$ cat src/rtl/car_game_pkg.sv
// Shared constants, requester indices and scheduler state encoding for the car game
// sprite plotting path.
package car_game_pkg;

   localparam int         SPRITE_BITS = 3;
   localparam int         ADDR_W      = 2 * SPRITE_BITS;
   localparam int         SCREEN_W    = 160;
   localparam int         SCREEN_H    = 120;
   localparam logic [2:0] TRANSPARENT = 3'b000;

   localparam logic [1:0] REQ_ERASE = 2'd0;
   localparam logic [1:0] REQ_CAR   = 2'd1;
   localparam logic [1:0] REQ_OBS   = 2'd2;

   typedef enum logic [1:0] {IDLE, SCAN, DRAIN} state_t;

   function automatic logic [1:0] onehot_to_idx(input logic [2:0] oh);
      case (oh)
         3'b010:  return REQ_CAR;
         3'b100:  return REQ_OBS;
         default: return REQ_ERASE;
      endcase
   endfunction

endpackage

$ cat src/rtl/sprite_plot_scheduler_if.sv
// Requester, sprite ROM and VGA adapter signals shared by the plot scheduler.
interface sprite_plot_scheduler_if;
   import car_game_pkg::*;

   logic [2:0]        req;
   logic [23:0]       req_x;
   logic [20:0]       req_y;
   logic [2:0]        grant;
   logic [2:0]        done;
   logic              busy;
   logic [ADDR_W-1:0] rom_addr;
   logic [2:0]        back_colour;
   logic [2:0]        car_colour;
   logic [2:0]        obs_colour;
   logic [7:0]        oX;
   logic [6:0]        oY;
   logic [2:0]        oColour;
   logic              plot;

   modport master (
      output req, req_x, req_y, back_colour, car_colour, obs_colour,
      input  grant, done, busy, rom_addr, oX, oY, oColour, plot
   );

   modport slave (
      input  req, req_x, req_y, back_colour, car_colour, obs_colour,
      output grant, done, busy, rom_addr, oX, oY, oColour, plot
   );

endinterface

$ cat src/rtl/sprite_plot_scheduler_rr_arbiter3.sv
// Three-way round-robin arbiter; the search starts just after the last accepted winner.
module rr_arbiter3
   import car_game_pkg::*;
(
   input  logic       clk,
   input  logic       rst,
   input  logic [2:0] req,
   input  logic       advance,
   output logic [2:0] win
);

   logic [1:0] last;

   always_comb begin
      win = '0;
      case (last)
         2'd0: begin
            if (req[1])      win = 3'b010;
            else if (req[2]) win = 3'b100;
            else if (req[0]) win = 3'b001;
         end
         2'd1: begin
            if (req[2])      win = 3'b100;
            else if (req[0]) win = 3'b001;
            else if (req[1]) win = 3'b010;
         end
         default: begin
            if (req[0])      win = 3'b001;
            else if (req[1]) win = 3'b010;
            else if (req[2]) win = 3'b100;
         end
      endcase
   end

   // Pointer resets to "last = 2" so requester 0 is searched first.
   always_ff @(posedge clk) begin
      if (rst)                  last <= 2'd2;
      else if (advance && |win) last <= onehot_to_idx(win);
   end

endmodule

$ cat src/rtl/sprite_plot_scheduler.sv
// Grants one 8x8 sprite job at a time, scans its ROM and drives the VGA adapter write
// port, delaying pixel coordinates one cycle to line up with the ROM read latency.
module sprite_plot_scheduler #(
   parameter int         SPRITE_BITS = car_game_pkg::SPRITE_BITS,
   parameter logic [2:0] TRANSPARENT = car_game_pkg::TRANSPARENT,
   parameter int         SCREEN_W    = car_game_pkg::SCREEN_W,
   parameter int         SCREEN_H    = car_game_pkg::SCREEN_H
) (
   input logic                   CLOCK_50,
   input logic                   Reset,
   sprite_plot_scheduler_if.slave bus
);
   import car_game_pkg::*;

   localparam int AW = 2 * SPRITE_BITS;

   state_t                 state, state_nx;
   logic [AW-1:0]          addr;
   logic [2:0]             win, grant_r, done_r;
   logic [1:0]             idx;
   logic [7:0]             org_x, sel_x;
   logic [6:0]             org_y, sel_y;
   logic                   take, vld_p0, busy;
   logic [SPRITE_BITS-1:0] col, row;
   logic [7:0]             x_p0, x_p1;
   logic [6:0]             y_p0, y_p1;
   logic [1:0]             idx_p1;
   logic                   vld_p1;
   logic [2:0]             colour_p1;
   logic                   on_screen, opaque;

   rr_arbiter3 u_arb (
      .clk     (CLOCK_50),
      .rst     (Reset),
      .req     (bus.req),
      .advance (take),
      .win     (win)
   );

   always_ff @(posedge CLOCK_50) begin
      if (Reset) state <= IDLE;
      else       state <= state_nx;
   end

   always_comb begin
      state_nx = state;
      take     = 1'b0;
      vld_p0   = 1'b0;
      busy     = 1'b1;
      case (state)
         IDLE: begin
            busy = 1'b0;
            take = |bus.req;
            if (take) state_nx = SCAN;
         end
         SCAN: begin
            vld_p0 = 1'b1;
            if (&addr) state_nx = DRAIN;
         end
         default: state_nx = IDLE;
      endcase
   end

   always_comb begin
      case (onehot_to_idx(win))
         REQ_CAR: begin sel_x = bus.req_x[15:8];  sel_y = bus.req_y[13:7];  end
         REQ_OBS: begin sel_x = bus.req_x[23:16]; sel_y = bus.req_y[20:14]; end
         default: begin sel_x = bus.req_x[7:0];   sel_y = bus.req_y[6:0];   end
      endcase
   end

   assign col  = addr[SPRITE_BITS-1:0];
   assign row  = addr[AW-1:SPRITE_BITS];
   assign x_p0 = org_x + 8'(col);
   assign y_p0 = org_y + 7'(row);

   always_ff @(posedge CLOCK_50) begin
      if (Reset) begin
         addr    <= '0;
         grant_r <= '0;
         done_r  <= '0;
         idx     <= REQ_ERASE;
         vld_p1  <= 1'b0;
      end else begin
         grant_r <= take ? win : 3'b000;
         done_r  <= (state == SCAN && &addr) ? 3'(3'b001 << idx) : 3'b000;
         addr    <= (state == SCAN) ? addr + 1'b1 : '0;
         if (take) idx <= onehot_to_idx(win);
         vld_p1  <= vld_p0;
      end
   end

   always_ff @(posedge CLOCK_50) begin
      if (take) begin
         org_x <= sel_x;
         org_y <= sel_y;
      end
   end

   // ---- stage p1: coordinates and owner aligned with ROM data ----
   always_ff @(posedge CLOCK_50) begin
      if (Reset) begin
         x_p1   <= '0;
         y_p1   <= '0;
         idx_p1 <= REQ_ERASE;
      end else begin
         x_p1   <= x_p0;
         y_p1   <= y_p0;
         idx_p1 <= idx;
      end
   end

   always_comb begin
      case (idx_p1)
         REQ_CAR: colour_p1 = bus.car_colour;
         REQ_OBS: colour_p1 = bus.obs_colour;
         default: colour_p1 = bus.back_colour;
      endcase
   end

   assign on_screen = (int'(x_p1) < SCREEN_W) && (int'(y_p1) < SCREEN_H);
   assign opaque    = (idx_p1 == REQ_ERASE) || (colour_p1 != TRANSPARENT);

   assign bus.grant    = grant_r;
   assign bus.done     = done_r;
   assign bus.busy     = busy;
   assign bus.rom_addr = addr;
   assign bus.oX       = x_p1;
   assign bus.oY       = y_p1;
   assign bus.oColour  = vld_p1 ? colour_p1 : 3'b000;
   assign bus.plot     = vld_p1 && on_screen && opaque;

endmodule

$ cat src/flat_wrapper.sv
// flat-port wrapper written by rule: the top's interface ports become plain ports
module sprite_plot_scheduler_flat import car_game_pkg::*;
#(
   parameter int         SPRITE_BITS = car_game_pkg::SPRITE_BITS,
   parameter logic [2:0] TRANSPARENT = car_game_pkg::TRANSPARENT,
   parameter int         SCREEN_W    = car_game_pkg::SCREEN_W,
   parameter int         SCREEN_H    = car_game_pkg::SCREEN_H
)
  (CLOCK_50, Reset, bus_req, bus_req_x, bus_req_y, bus_back_colour, bus_car_colour, bus_obs_colour, bus_grant, bus_done, bus_busy, bus_rom_addr, bus_oX, bus_oY, bus_oColour, bus_plot);
  sprite_plot_scheduler_if bus_i ();
  input logic CLOCK_50;
  input logic Reset;
  input wire logic [$bits(bus_i.req)-1:0] bus_req;
  input wire logic [$bits(bus_i.req_x)-1:0] bus_req_x;
  input wire logic [$bits(bus_i.req_y)-1:0] bus_req_y;
  input wire logic [$bits(bus_i.back_colour)-1:0] bus_back_colour;
  input wire logic [$bits(bus_i.car_colour)-1:0] bus_car_colour;
  input wire logic [$bits(bus_i.obs_colour)-1:0] bus_obs_colour;
  output wire logic [$bits(bus_i.grant)-1:0] bus_grant;
  output wire logic [$bits(bus_i.done)-1:0] bus_done;
  output wire logic [$bits(bus_i.busy)-1:0] bus_busy;
  output wire logic [$bits(bus_i.rom_addr)-1:0] bus_rom_addr;
  output wire logic [$bits(bus_i.oX)-1:0] bus_oX;
  output wire logic [$bits(bus_i.oY)-1:0] bus_oY;
  output wire logic [$bits(bus_i.oColour)-1:0] bus_oColour;
  output wire logic [$bits(bus_i.plot)-1:0] bus_plot;
  assign bus_i.req = bus_req;
  assign bus_i.req_x = bus_req_x;
  assign bus_i.req_y = bus_req_y;
  assign bus_i.back_colour = bus_back_colour;
  assign bus_i.car_colour = bus_car_colour;
  assign bus_i.obs_colour = bus_obs_colour;
  assign bus_grant = bus_i.grant;
  assign bus_done = bus_i.done;
  assign bus_busy = bus_i.busy;
  assign bus_rom_addr = bus_i.rom_addr;
  assign bus_oX = bus_i.oX;
  assign bus_oY = bus_i.oY;
  assign bus_oColour = bus_i.oColour;
  assign bus_plot = bus_i.plot;
  sprite_plot_scheduler #(.SPRITE_BITS(SPRITE_BITS), .TRANSPARENT(TRANSPARENT), .SCREEN_W(SCREEN_W), .SCREEN_H(SCREEN_H)) u_core (.CLOCK_50(CLOCK_50), .Reset(Reset), .bus(bus_i));
endmodule
$ cat config.mk
export PLATFORM = sky130hd
export DESIGN_NAME = sprite_plot_scheduler_flat
export DESIGN_NICKNAME = d
export VERILOG_FILES = /design/src/rtl/car_game_pkg.sv /design/src/rtl/sprite_plot_scheduler_if.sv /design/src/rtl/sprite_plot_scheduler_rr_arbiter3.sv /design/src/rtl/sprite_plot_scheduler.sv /design/src/flat_wrapper.sv
export SDC_FILE = /design/constraint.sdc
export NUM_CORES = 1
export LEC_CHECK = 0
export BUFFER_PORTS_ARGS = -buffer_cell sky130_fd_sc_hd__buf_2
export CORE_MARGIN = 2
export CORE_UTILIZATION = 40
export CTS_CLUSTER_DIAMETER = 60
export DETAILED_ROUTE_END_ITERATION = 7
export PLACE_DENSITY = 0.67
export SLEW_MARGIN = 15
export SYNTH_ARGS = -nofsm -noshare
export SYNTH_HDL_FRONTEND = slang
export SYNTH_HIERARCHICAL = 1
export SYNTH_SLANG_ARGS = --single-unit
export TNS_END_PERCENT = 100
$ cat constraint.sdc
create_clock -name CLOCK_50 -period 2.1 [get_ports CLOCK_50]
set_input_delay 0.105 -clock CLOCK_50 [delete_from_list [all_inputs] [get_ports CLOCK_50]]
set_output_delay 0.105 -clock CLOCK_50 [all_outputs]
set_load 0.005 [all_outputs]
==> run summary, run 1 <==
The insertion delay to the later sink of the worst-skew pair is 0.29 ns. The data required time at the worst endpoint is 2.00 ns. The final critical-path required period is 1.84 ns.

For this run, asynchronously set or reset flops after synthesis account for 0%. The detailed-router iteration count before antenna repair is 4. The flow ran to the end, and the final reports show no timing, DRC or antenna violations.

The number of failing setup endpoints in the final timing report is 0. The number of standard cells after synthesis is 240. The source of the worst register-to-register timing path is u_core/bus.rom_addr[0]. The first-pass GRT wire length is 7.53 mm. The portion of the clock cycle consumed by the worst path in the final layout is 87.7%. The synthesis warning total is 6. The area added between synthesis and finish came out at 25.6%.

In this run the worst hold path is classified as input port to flip-flop. The number of storage elements in the synthesis netlist is 51. The I/O pin count is 91.

The clock-pin slew reported for the worst setup and hold paths after clock tree synthesis came out at 0.09 ns. The average routed wire per standard cell is 11.7 um. Summing all multi-input logic gate instances after layout gives 1120 sq um.

The type of element capturing the critical path is an output port. The cell sitting at the root of the clock tree is a clkbuf_8. At the placement stage, the worst setup path has a slack of 0.281 ns. The number of port buffers came out at 90.

The global-route usage over all layers came out at 14.9%. The worst setup skew after layout is 0.00762 ns. The most common flop cell mapped by yosys is dfxtp_1. TritonCTS built the clock tree. The worst hold margin came out at 0.0783 ns.

Summed over all layers, the routed wires come to 4.80 mm. The final layout contains 405 nets. Synthesis instantiated 44 different standard cells from the library.

The number of resized instances in the post-cts repair step came out at 0. The average via count per standard cell is 4.64. The minimum setup slack in the final design came out at 0.258 ns. The critical hold path startpoint is bus_req_x[1]. The path type of the worst setup path is flip-flop to output port. Clock tree synthesis inserted a total of 5 buffers.

The reported max-cap violation count came out at 0. The worst slew margin relative to its limit came out at 64.2%. The number of global-route vias before repair is 1686.

The accumulated negative setup slack came out at 0 ns. For the pin with the worst max-slew slack, the measured transition is 0.536 ns. The CTS sink count is 51. The largest net degree at the start of global routing came out at 24. The number of placement rows came out at 28. The final weighted congestion in routability-driven placement came out at 0.793. Static timing analysis puts the maximum clock frequency at 543 MHz. The synthesized design contains 15 enable-type register cells. In the final layout, the share of cells above drive strength 1 is 33.7%. The number of instances on the worst hold path is 3. The per-instance average area after synthesis came out at 9.92 sq um. The number of max-slew violations in the final report is 0. The number of nets handed over by synthesis was 311. The die covers 6580 sq um. The count of inserted antenna diode cells came out at 0. The count of vias placed by the detailed router is 1901. Overall power consumption after layout is estimated at 2.10 mW. STA classifies the critical path startpoint as a flip-flop. The part of the Yosys area used for sequential elements is 49.2%.

The largest vdd supply drop is 0.000502 V. The final hold violation count was 0. The die height came out at 81.1 um. The worst path arrival time is 1.74 ns. The number of buffers inserted by hold repair at cts is 0. The count of antenna-violating nets left after detailed routing is 0.

The maximum fanout along the worst path is 6. The number of DRC violations after detailed-routing iteration 0 came out at 53. The worst register-to-register path has a depth of 7.

The areal power density over the cells came out at 703 nW/um^2. The initial cell density of the core is 40.7%. The die width came out at 81.1 um.

The buffer count from post-CTS setup fixing is 0. Summed over all layers, the global routing overflow is 0. The origin of the worst setup path is u_core/idx_p1[0]. Across the whole layout, storage elements account for 1170 sq um.

The initial antenna violation count came to 0. The H-tree level count is 2. The total area inside the core boundary comes to 5850 sq um. The fill cell instance count of the final layout is 556.

The leakage component of the power came out at 1.42 nW. Setup repair after global routing left no endpoint under its margin. In the routed design, unresolved DRC markers number 0. Detailed placement ended at an HPWL of 3.77 mm.

No sink is reached through more buffers than the 2 on the longest clock path. The cell area after synthesis came out at 2380 sq um.
path summary, 6_finish.rpt:
kind | slack, ns | end
hold reg to reg | 0.51 | u_core/bus.oY[6]
hold / removal | 0.08 | u_core/org_x[1]
setup reg to reg | 0.29 | u_core/bus.oX[6]
setup / recovery | 0.26 | bus_plot
stage by stage:
step           util (%)  instances  instance area [sq um]
2_1_floorplan         -        240                   2380
3_3_place_gp       49.6        402                   2900
3_5_place_dp       49.6        402                   2900
4_1_cts            51.1        410                   2990
5_1_grt            51.1        410                   2990
6_report           51.1        410                   2990
cells in the final DEF, fill, tap and decap left out, types with 2 or more instances in the layout:
cell type | synthesis | layout
buf_2 | 1 | 90
nand2_1 | 37 | 37
dfxtp_1 | 36 | 36
nor2_1 | 19 | 19
a22oi_1 | 18 | 18
edfxtp_1 | 15 | 15
nor2b_1 | 11 | 11
inv_1 | 10 | 10
ha_1 | 10 | 10
o21ai_0 | 9 | 9
xor2_1 | 8 | 8
a21oi_1 | 7 | 7
nor3_1 | 7 | 7
clkbuf_8 | 0 | 5
nand3_1 | 4 | 4
and2_1 | 4 | 4
and3_1 | 3 | 3
xnor2_1 | 3 | 3
buf_4 | 1 | 3
clkinv_2 | 1 | 2
nor3b_4 | 2 | 2
nor2_2 | 2 | 2
or2_2 | 2 | 2
nor3b_2 | 2 | 2
mux2i_1 | 2 | 2
o2111ai_1 | 2 | 2
or3_1 | 2 | 2
a21o_1 | 2 | 2
fa_1 | 2 | 2
power breakdown:
group / switching (mW) / total [mW] / internal (mW) / leakage [nW]
logic: 0.195 / 0.379 / 0.184 / 0.926
clock network: 0.295 / 0.529 / 0.234 / 0.0455
registers: 0.0628 / 1.19 / 1.13 / 0.444
state kept, by name, indices dropped and copies added, names as in the netlist, 3 cells and up:
signal               cells
u_core/bus.oX            8
u_core/bus.grant         3
u_core/bus.oY            7
u_core/org_x             8
u_core/bus.done          3
u_core/bus.rom_addr      6
u_core/org_y             7
logic make-up (layout without fill, tap and decap cells):
group                    count (synthesis)  in the layout  share of synthesized area [%]
AND/OR/NAND/NOR                        101            101                           22.3
flip-flops                              51             51                           49.2
AO/OA/AOI/OAI                           46             46                           13.0
buffers and inverters                   17            112                           3.58
adder cells (fa/ha/maj)                 12             12                           6.94
XOR/XNOR                                11             11                           4.05
multiplexers                             2              2                          0.841
cell usage after synthesis (2+ instances only):
library cell | instances | share of area (%)
clkbuf_1 | 2 | 0.32
nor2b_1 | 11 | 2.9
mux2i_1 | 2 | 0.84
nor2_2 | 2 | 0.53
inv_1 | 10 | 1.6
nand2_1 | 37 | 5.8
and3_1 | 3 | 0.79
nor3b_2 | 2 | 1.1
o2111ai_1 | 2 | 0.74
dfxtp_1 | 36 | 30
nor3_1 | 7 | 1.5
ha_1 | 10 | 5.3
a21oi_1 | 7 | 1.5
or3_1 | 2 | 0.53
a22oi_1 | 18 | 5.7
o21ai_0 | 9 | 1.9
nand3_1 | 4 | 0.84
fa_1 | 2 | 1.7
xnor2_1 | 3 | 1.1
nor3b_4 | 2 | 1.6
buf_6 | 2 | 0.95
or2_2 | 2 | 0.53
a21o_1 | 2 | 0.63
nor2_1 | 19 | 3.0
edfxtp_1 | 15 | 19
xor2_1 | 8 | 2.9
and2_1 | 4 | 1.1
final cells by class:
| cell class | count | share of cell area (%) |
|---|---|---|
| Sequential cell | 51 | 39.2 |
| Multi-Input combinational cell | 172 | 37.6 |
| Timing Repair Buffer | 93 | 15.8 |
| Tap cell | 75 | 3.14 |
| Clock buffer | 6 | 2.43 |
| Inverter | 11 | 1.42 |
| Clock inverter | 2 | 0.377 |
routing by layer:
layer | share of wire [%] | GRT usage, % | vias to the layer above
li1 | - | - | 1023
met1 | 52 | 21.1 | 807
met2 | 41 | 22.7 | 69
met3 | 6.4 | 3.11 | 2
met4 | 0.79 | 5.08 | 0
met5 | 0 | 0 | -
worst max-delay path: stages (launching register included):
cell and delay, ns:
dfxtp_1 0.35, inv_1 0.06, ha_1 0.35, or2_2 0.32, a21oi_1 0.14, a31oi_1 0.09
buf_2 0.14
Power figures use the tool's default switching activity.
==> run 2, diff against run 1 <==
--- a/config.mk
+++ b/config.mk
@@ -7,10 +7,11 @@
 export LEC_CHECK = 0
 export BUFFER_PORTS_ARGS = -buffer_cell sky130_fd_sc_hd__buf_2
 export CORE_MARGIN = 2
-export CORE_UTILIZATION = 40
+export CORE_UTILIZATION = 49
 export CTS_CLUSTER_DIAMETER = 60
 export DETAILED_ROUTE_END_ITERATION = 7
-export PLACE_DENSITY = 0.67
+export HOLD_SLACK_MARGIN = 0.08
+export PLACE_DENSITY = 0.8
 export SLEW_MARGIN = 15
 export SYNTH_ARGS = -nofsm -noshare
 export SYNTH_HDL_FRONTEND = slang
==> run summary, run 2 (synthesis results as in run 1) <==
The run finished with clean final reports. The final weighted congestion in routability-driven placement was 0.839 (+5.7%). The average via count per standard cell came out at 5.12 (+10%).

The buffer count from post-CTS setup fixing is 0 (unchanged). The portion of the clock cycle consumed by the worst path in the final layout came out at 88.1% (+0.39 points). The tree is rooted in a clkbuf_8. The maximum fanout along the worst path came out at 6 (unchanged). The net switching power came out at 595 uW (+7.6%). The remaining global-route overflow came out at 0 (unchanged). The depth of the worst register-to-register path came out at 7 (unchanged).

The tightest min-delay check is of the input port to flip-flop type. The commonest non-fill, non-tap cell in the layout is buf_2. The leakage component of the power is 1.47 nW (+4.1%). The number of CTS-inserted buffers is 5 (unchanged). The final routed DRC violation total came out at 0 (unchanged).

The initial antenna violation count came out at 0 (unchanged). The startpoint identified for the worst register-to-register timing path is u_core/bus.rom_addr[0]. The largest vdd supply drop is 0.000478 V (-4.8%). The count of vias placed by the detailed router came to 2058 (+8.3%). The clock-pin slew reported for the worst setup and hold paths after clock tree synthesis is 0.09 ns (about the same). The average routed wire per standard cell is 13.0 um (+11%). The area added between synthesis and finish came out at 30.1%. The origin of the worst setup path is u_core/idx_p1[0]. The die width came out at 73.7 um (-9.2%).

The worst setup path is launched from a flip-flop. The number of max-slew violations in the final report came to 0 (unchanged). The reported max-cap violation count was 0 (unchanged). The insertion delay to the later sink of the worst-skew pair is 0.31 ns (+0.02 ns). The number of port buffers came out at 90 (unchanged). The fraction of final layout cells sized beyond drive strength 1 came to 33.0% (-0.69 points).

The worst setup path is of the flip-flop to output port kind. The first-pass GRT wire length came out at 8.05 mm (+6.9%). The utilization after layout is 66.0% (+15 points). The relative contribution of the clock network to total power came to 25.8% (+0.6 points). The number of global-route vias before repair was 1809 (+7.3%).

The initial cell density of the core came out at 50.7% (+10 points). The number of placement rows is 25 (-11%). The data required time at the worst endpoint came to 2.00 ns (about the same). The worst path arrival time is 1.74 ns (about the same). The count of antenna-violating nets left after detailed routing came out at 0 (unchanged). The sequential group share of total power came out at 55.3% (-1.5 points).

The worst setup path is captured at an output port. TritonCTS built the clock tree. The minimum setup slack in the final design came to 0.250 ns (-0.00819 ns).

The top cell types in the final layout, fill and taps aside, are buf_2, nand2_1, dfxtp_1, nor2_1, a22oi_1. The maximum operating frequency was 541 MHz (-0.44%). The largest net degree at the start of global routing is 24 (unchanged).

The number of failing setup endpoints in the final timing report came out at 0 (unchanged). The number of buffers on the longest clock path came out at 2 (unchanged). The number of instances on the worst hold path came out at 3 (unchanged).

The final hold violation count came out at 0 (unchanged). The accumulated negative setup slack is 0 ns (unchanged). The half-perimeter wire length of the detailed placement result is 3.79 mm (+0.49%). The area of the die came out at 5430 sq um (-17%). The count of inserted antenna diode cells is 0 (unchanged). The sum of routed wire length over all layers came to 5.25 mm (+9.3%).

The detailed-router iteration count before antenna repair is 4 (unchanged). The worst slew margin relative to its limit came to 63.0% (-1.2 points). The post-layout net count came out at 418 (+3.2%). The slew at the pin closest to its max-slew limit came out at 0.554 ns (+0.0181 ns). The area of the placeable core is 4690 sq um (-20%). The CTS sink count is 51 (unchanged).

The critical hold path startpoint is bus_req_x[12]. The global-route usage over all layers came out at 19.5% (+4.6 points). The pre-CTS setup slack was 0.204 ns (-0.0773 ns). The fill cell instance count of the final layout is 377 (-32%). The die height is 73.7 um (-9.2%). The areal power density over the cells came out at 698 nW/um^2 (-0.76%). The share of power burned in combinational logic came out at 18.9% (+0.9 points). The cell internal power dissipation came out at 1.57 mW (+1.2%). The number of DRC violations after detailed-routing iteration 0 is 128 (+140%). The H-tree level count is 2 (unchanged). The switching share of power is 27.5% (+1.2 points).

The worst setup skew after layout came out at 0.00664 ns (-0.000978 ns). The final critical-path required period came out at 1.85 ns (+0.00819 ns). Setup repair after global routing left no endpoint under its margin.

The I/O pin count came out at 91 (unchanged).
run 2: cell types whose count changed in the layout (fill, tap and decap cells not counted):
cell           delta
dlygate4sd3_1    +13
clkbuf_1          -1
clkinv_2          +1
dfxtp_1           -1
dfxtp_2           +1
inv_4             -1
inv_6             +1
run 2: routing by layer:
metal  routed length (um)  vias to the layer above  track usage (%)
met5                    0                        -                0
met4                  113                        0             8.28
met3                  399                       10             4.39
met2                 2380                       94             31.3
met1                 2350                      909             25.1
li1                     -                     1045                -
run 2: final cells by class:
cell class	count	area, sq um	share of cell area [%]
Clock inverter	3	18.8	0.606
Tap cell	54	67.6	2.18
Multi-Input combinational cell	172	1120	36.3
Sequential cell	51	1170	37.9
Timing Repair Buffer	106	603	19.5
Clock buffer	5	68.8	2.22
Inverter	11	42.5	1.37
run 2: metrics by stage:
step	hold slack [ns]	total power, mW	std cells	area, sq um
2_1_floorplan	0.199	1.44	240	2380
3_3_place_gp	0.371	1.59	381	2880
3_5_place_dp	0.376	1.60	381	2880
4_1_cts	0.0808	2.17	402	3100
5_1_grt	0.0811	2.27	402	3100
6_report	0.0873	2.16	402	3100
run 2: critical path, stage by stage (launching register included):
cell and delay, ns:
dfxtp_1 0.34, inv_1 0.06, ha_1 0.35, or2_2 0.32, a21oi_1 0.14, a31oi_1 0.09, buf_2 0.14
run 2: repair_timing:
action / CTS / global route
hold buffers: 13 / 0
hold endpoints to repair: 12 / 0
endpoints found under the setup margin: 0 / 1
resized for setup: 0 / 1
run 2: worst paths after layout:
path                   endpoint  slack (ns)
max                    bus_plot        0.25
min             u_core/org_x[4]        0.09
max reg2reg    u_core/bus.oX[6]        0.28
min reg2reg  u_core/bus.done[2]        0.49
run 2: power by group through the flow:
stage                     clock network (mW)  registers (mW)  logic (mW)
after floorplan                            0            1.20       0.232
after global placement                     0            1.21       0.374
after detailed placement                   0            1.22       0.386
after CTS                              0.566            1.19       0.408
after global routing                   0.609            1.21       0.457
final                                  0.558            1.19       0.408
==> run 3, diff against run 2 <==
--- a/config.mk
+++ b/config.mk
@@ -7,11 +7,12 @@
 export LEC_CHECK = 0
 export BUFFER_PORTS_ARGS = -buffer_cell sky130_fd_sc_hd__buf_2
 export CORE_MARGIN = 2
-export CORE_UTILIZATION = 49
+export CORE_UTILIZATION = 45
 export CTS_CLUSTER_DIAMETER = 60
 export DETAILED_ROUTE_END_ITERATION = 7
+export GPL_ROUTABILITY_DRIVEN = 0
 export HOLD_SLACK_MARGIN = 0.08
-export PLACE_DENSITY = 0.8
+export PLACE_DENSITY = 0.74
 export SLEW_MARGIN = 15
 export SYNTH_ARGS = -nofsm -noshare
 export SYNTH_HDL_FRONTEND = slang
==> run summary, run 3 (synthesis results as in run 1) <==
The flow ran to the end, and the final reports show no timing, DRC or antenna violations. The half-perimeter wire length of the detailed placement result was 3.84 mm (+1.4%). The final routed DRC violation total was 0 (unchanged).

The sum of routed wire length over all layers came out at 5.27 mm (+0.46%). The number of buffers on the longest clock path came out at 2 (unchanged). The largest vdd supply drop came out at 0.000414 V (-13%).

Leaving out fill and tap cells, the most frequent cell in the layout is buf_2. The pre-CTS setup slack was 0.257 ns (+0.0524 ns). The number of DRC violations after detailed-routing iteration 0 came out at 109 (-15%). The slew at the pin closest to its max-slew limit is 0.564 ns (+0.00969 ns). The area used by multi-input combinational logic came out at 1120 sq um (unchanged). The final critical-path required period came to 1.84 ns (-0.00611 ns).

The global-route usage over all layers is 18.4% (-1.1 points). The global routing stage identified its most utilized layer as met2. The maximum fanout along the worst path came out at 6 (unchanged). The post-layout net count is 417 (-0.24%). The register-to-register path setup slack is 0.26 ns (-0.02 ns). The worst slew margin relative to its limit is 62.4% (-0.65 points). The number of max-slew violations in the final report was 0 (unchanged).

The number of placement rows is 26 (+4.0%). The insertion delay to the later sink of the worst-skew pair is 0.30 ns (about the same). The first-pass GRT wire length came to 8.62 mm (+7.0%). The CTS tree is done. The startpoint type of the worst setup path is a flip-flop. The portion of the clock cycle consumed by the worst path in the final layout is 87.8% (-0.29 points). The fraction of met3 tracks used by global routing came out at 5.41% (+1.0 points). The clock-pin slew reported for the worst setup and hold paths after clock tree synthesis is 0.09 ns (about the same).

The count of antenna-violating nets left after detailed routing is 0 (unchanged). Setup repair after global routing left no endpoint under its margin. The detailed-router iteration count before antenna repair is 6 (+2). The initial antenna violation count came out at 0 (unchanged).

The area of the placeable core is 5110 sq um (+8.9%). The placement-stage cell area was 2900 sq um (+0.70%). The routing usage on met2 is 29.7% (-1.6 points).

The final hold violation count came out at 0 (unchanged). The min-delay analysis places its worst path in the category input port to flip-flop. The count of inserted antenna diode cells is 0 (unchanged). The average routed wire per standard cell is 12.6 um (-3.2%). The I/O pin count came out at 91 (unchanged). The areal power density over the cells came out at 686 nW/um^2 (-1.7%). The area added between synthesis and finish came out at 30.2% (about the same). The die width came out at 76.7 um (+4.1%). The number of failing setup endpoints in the final timing report came out at 0 (unchanged). The number of port buffers was 90 (unchanged).

The buffer count from post-CTS setup fixing is 0 (unchanged). The CTS sink count came out at 51 (unchanged). The reported max-cap violation count is 0 (unchanged). The fraction of final layout cells sized beyond drive strength 1 came out at 32.0% (-1.1 points).

The count of vias placed by the detailed router is 2032 (-1.3%). The worst setup path is captured at a flip-flop. The largest net degree at the start of global routing came out at 24 (unchanged).

The maximum operating frequency came out at 542 MHz (+0.33%). The path type of the worst setup path is flip-flop to flip-flop. The register cell area after layout is 1170 sq um (-0.11%). The die height came to 76.7 um (+4.1%).

In the layout the commonest cells are buf_2, nand2_1, dfxtp_1, nor2_1, a22oi_1. The area of the die is 5890 sq um (+8.4%). The H-tree level count came to 2 (unchanged). The worst path arrival time came out at 2.02 ns (+0.28 ns). The fill cell instance count of the final layout came out at 450 (+19%).

The minimum setup slack in the final design is 0.256 ns (+0.00611 ns). The leakage component of the power came out at 1.46 nW (-0.85%). The worst setup skew after layout came out at 0.00511 ns (-0.00153 ns). The average via count per standard cell is 4.87 (-4.8%). The number of CTS-inserted buffers came out at 5 (unchanged). The data required time at the worst endpoint came out at 2.28 ns (+0.28 ns).

The met1 track utilization from global routing was 23.6% (-1.6 points). The initial cell density of the core is 46.6% (-4.1 points). The post-layout instance area came out at 3100 sq um (about the same). The number of global-route vias before repair is 1893 (+4.6%). The remaining global-route overflow was 0 (unchanged). The tree is rooted in a clkbuf_8. The accumulated negative setup slack was 0 ns (unchanged).
run 3: cell count changes in the layout (fill, tap and decap cells not counted):
cell | previous run | this run
dlygate4sd3_1 | 13 | 12
dfxtp_2 | 1 | 0
dfxtp_1 | 35 | 36
clkinv_2 | 3 | 1
inv_6 | 1 | 0
clkinv_1 | 0 | 2
clkbuf_1 | 0 | 1
run 3: worst max-delay path, cell delays in order (launching register included):
cell and delay (ns):
dfxtp_1 0.47, ha_1 0.24, inv_1 0.06, fa_1 0.38, nor2b_1 0.21, o2111ai_1 0.16, xor2_1 0.15, nor2_1 0.05
run 3: path summary, 6_finish.rpt:
| kind | startpoint | depth (start not counted) | to |
|---|---|---|---|
| setup reg to reg | u_core/bus.rom_addr[0] | 7 | u_core/bus.oX[6] |
| hold / removal | bus_req_x[15] | 3 | u_core/org_x[7] |
| hold reg to reg | u_core/idx[0] | 1 | u_core/bus.done[2] |
| setup / recovery | u_core/bus.rom_addr[0] | 7 | u_core/bus.oX[6] |
run 3: final cells by class:
class | instances | area share, %
sequential | 51 | 37.8
multi-input combinational | 172 | 36.3
timing repair buffer | 105 | 19.1
tap | 70 | 2.83
clock buffer | 6 | 2.34
inverter | 11 | 1.37
clock inverter | 2 | 0.242
run 3: power breakdown:
part           leakage, nW  total, mW  switching, mW  internal [mW]
sequential           0.444       1.19         0.0647           1.13
combinational        0.976      0.403          0.204          0.199
clock               0.0403      0.528          0.300          0.228
run 3: through the flow:
step / total power, mW / cells / hold WS [ns] / utilization (%)
after floorplan: 1.44 / 240 / 0.199 / -
after global placement: 1.59 / 397 / 0.371 / 56.7
after detailed placement: 1.60 / 397 / 0.377 / 56.7
after CTS: 2.13 / 417 / 0.0828 / 60.7
after global routing: 2.25 / 417 / 0.0824 / 60.7
final: 2.13 / 417 / 0.0906 / 60.7
run 3: metal layers:
metal / share of wire [%] / wire length, um
met1: 46 / 2410
met2: 47 / 2470
met3: 6.6 / 348
met4: 0.85 / 45
met5: 0 / 0
run 3: repair_timing:
item / in CTS / in global routing
hold endpoints to repair: 12 / 0
hold buffers: 12 / 0
resized for setup: 0 / 0
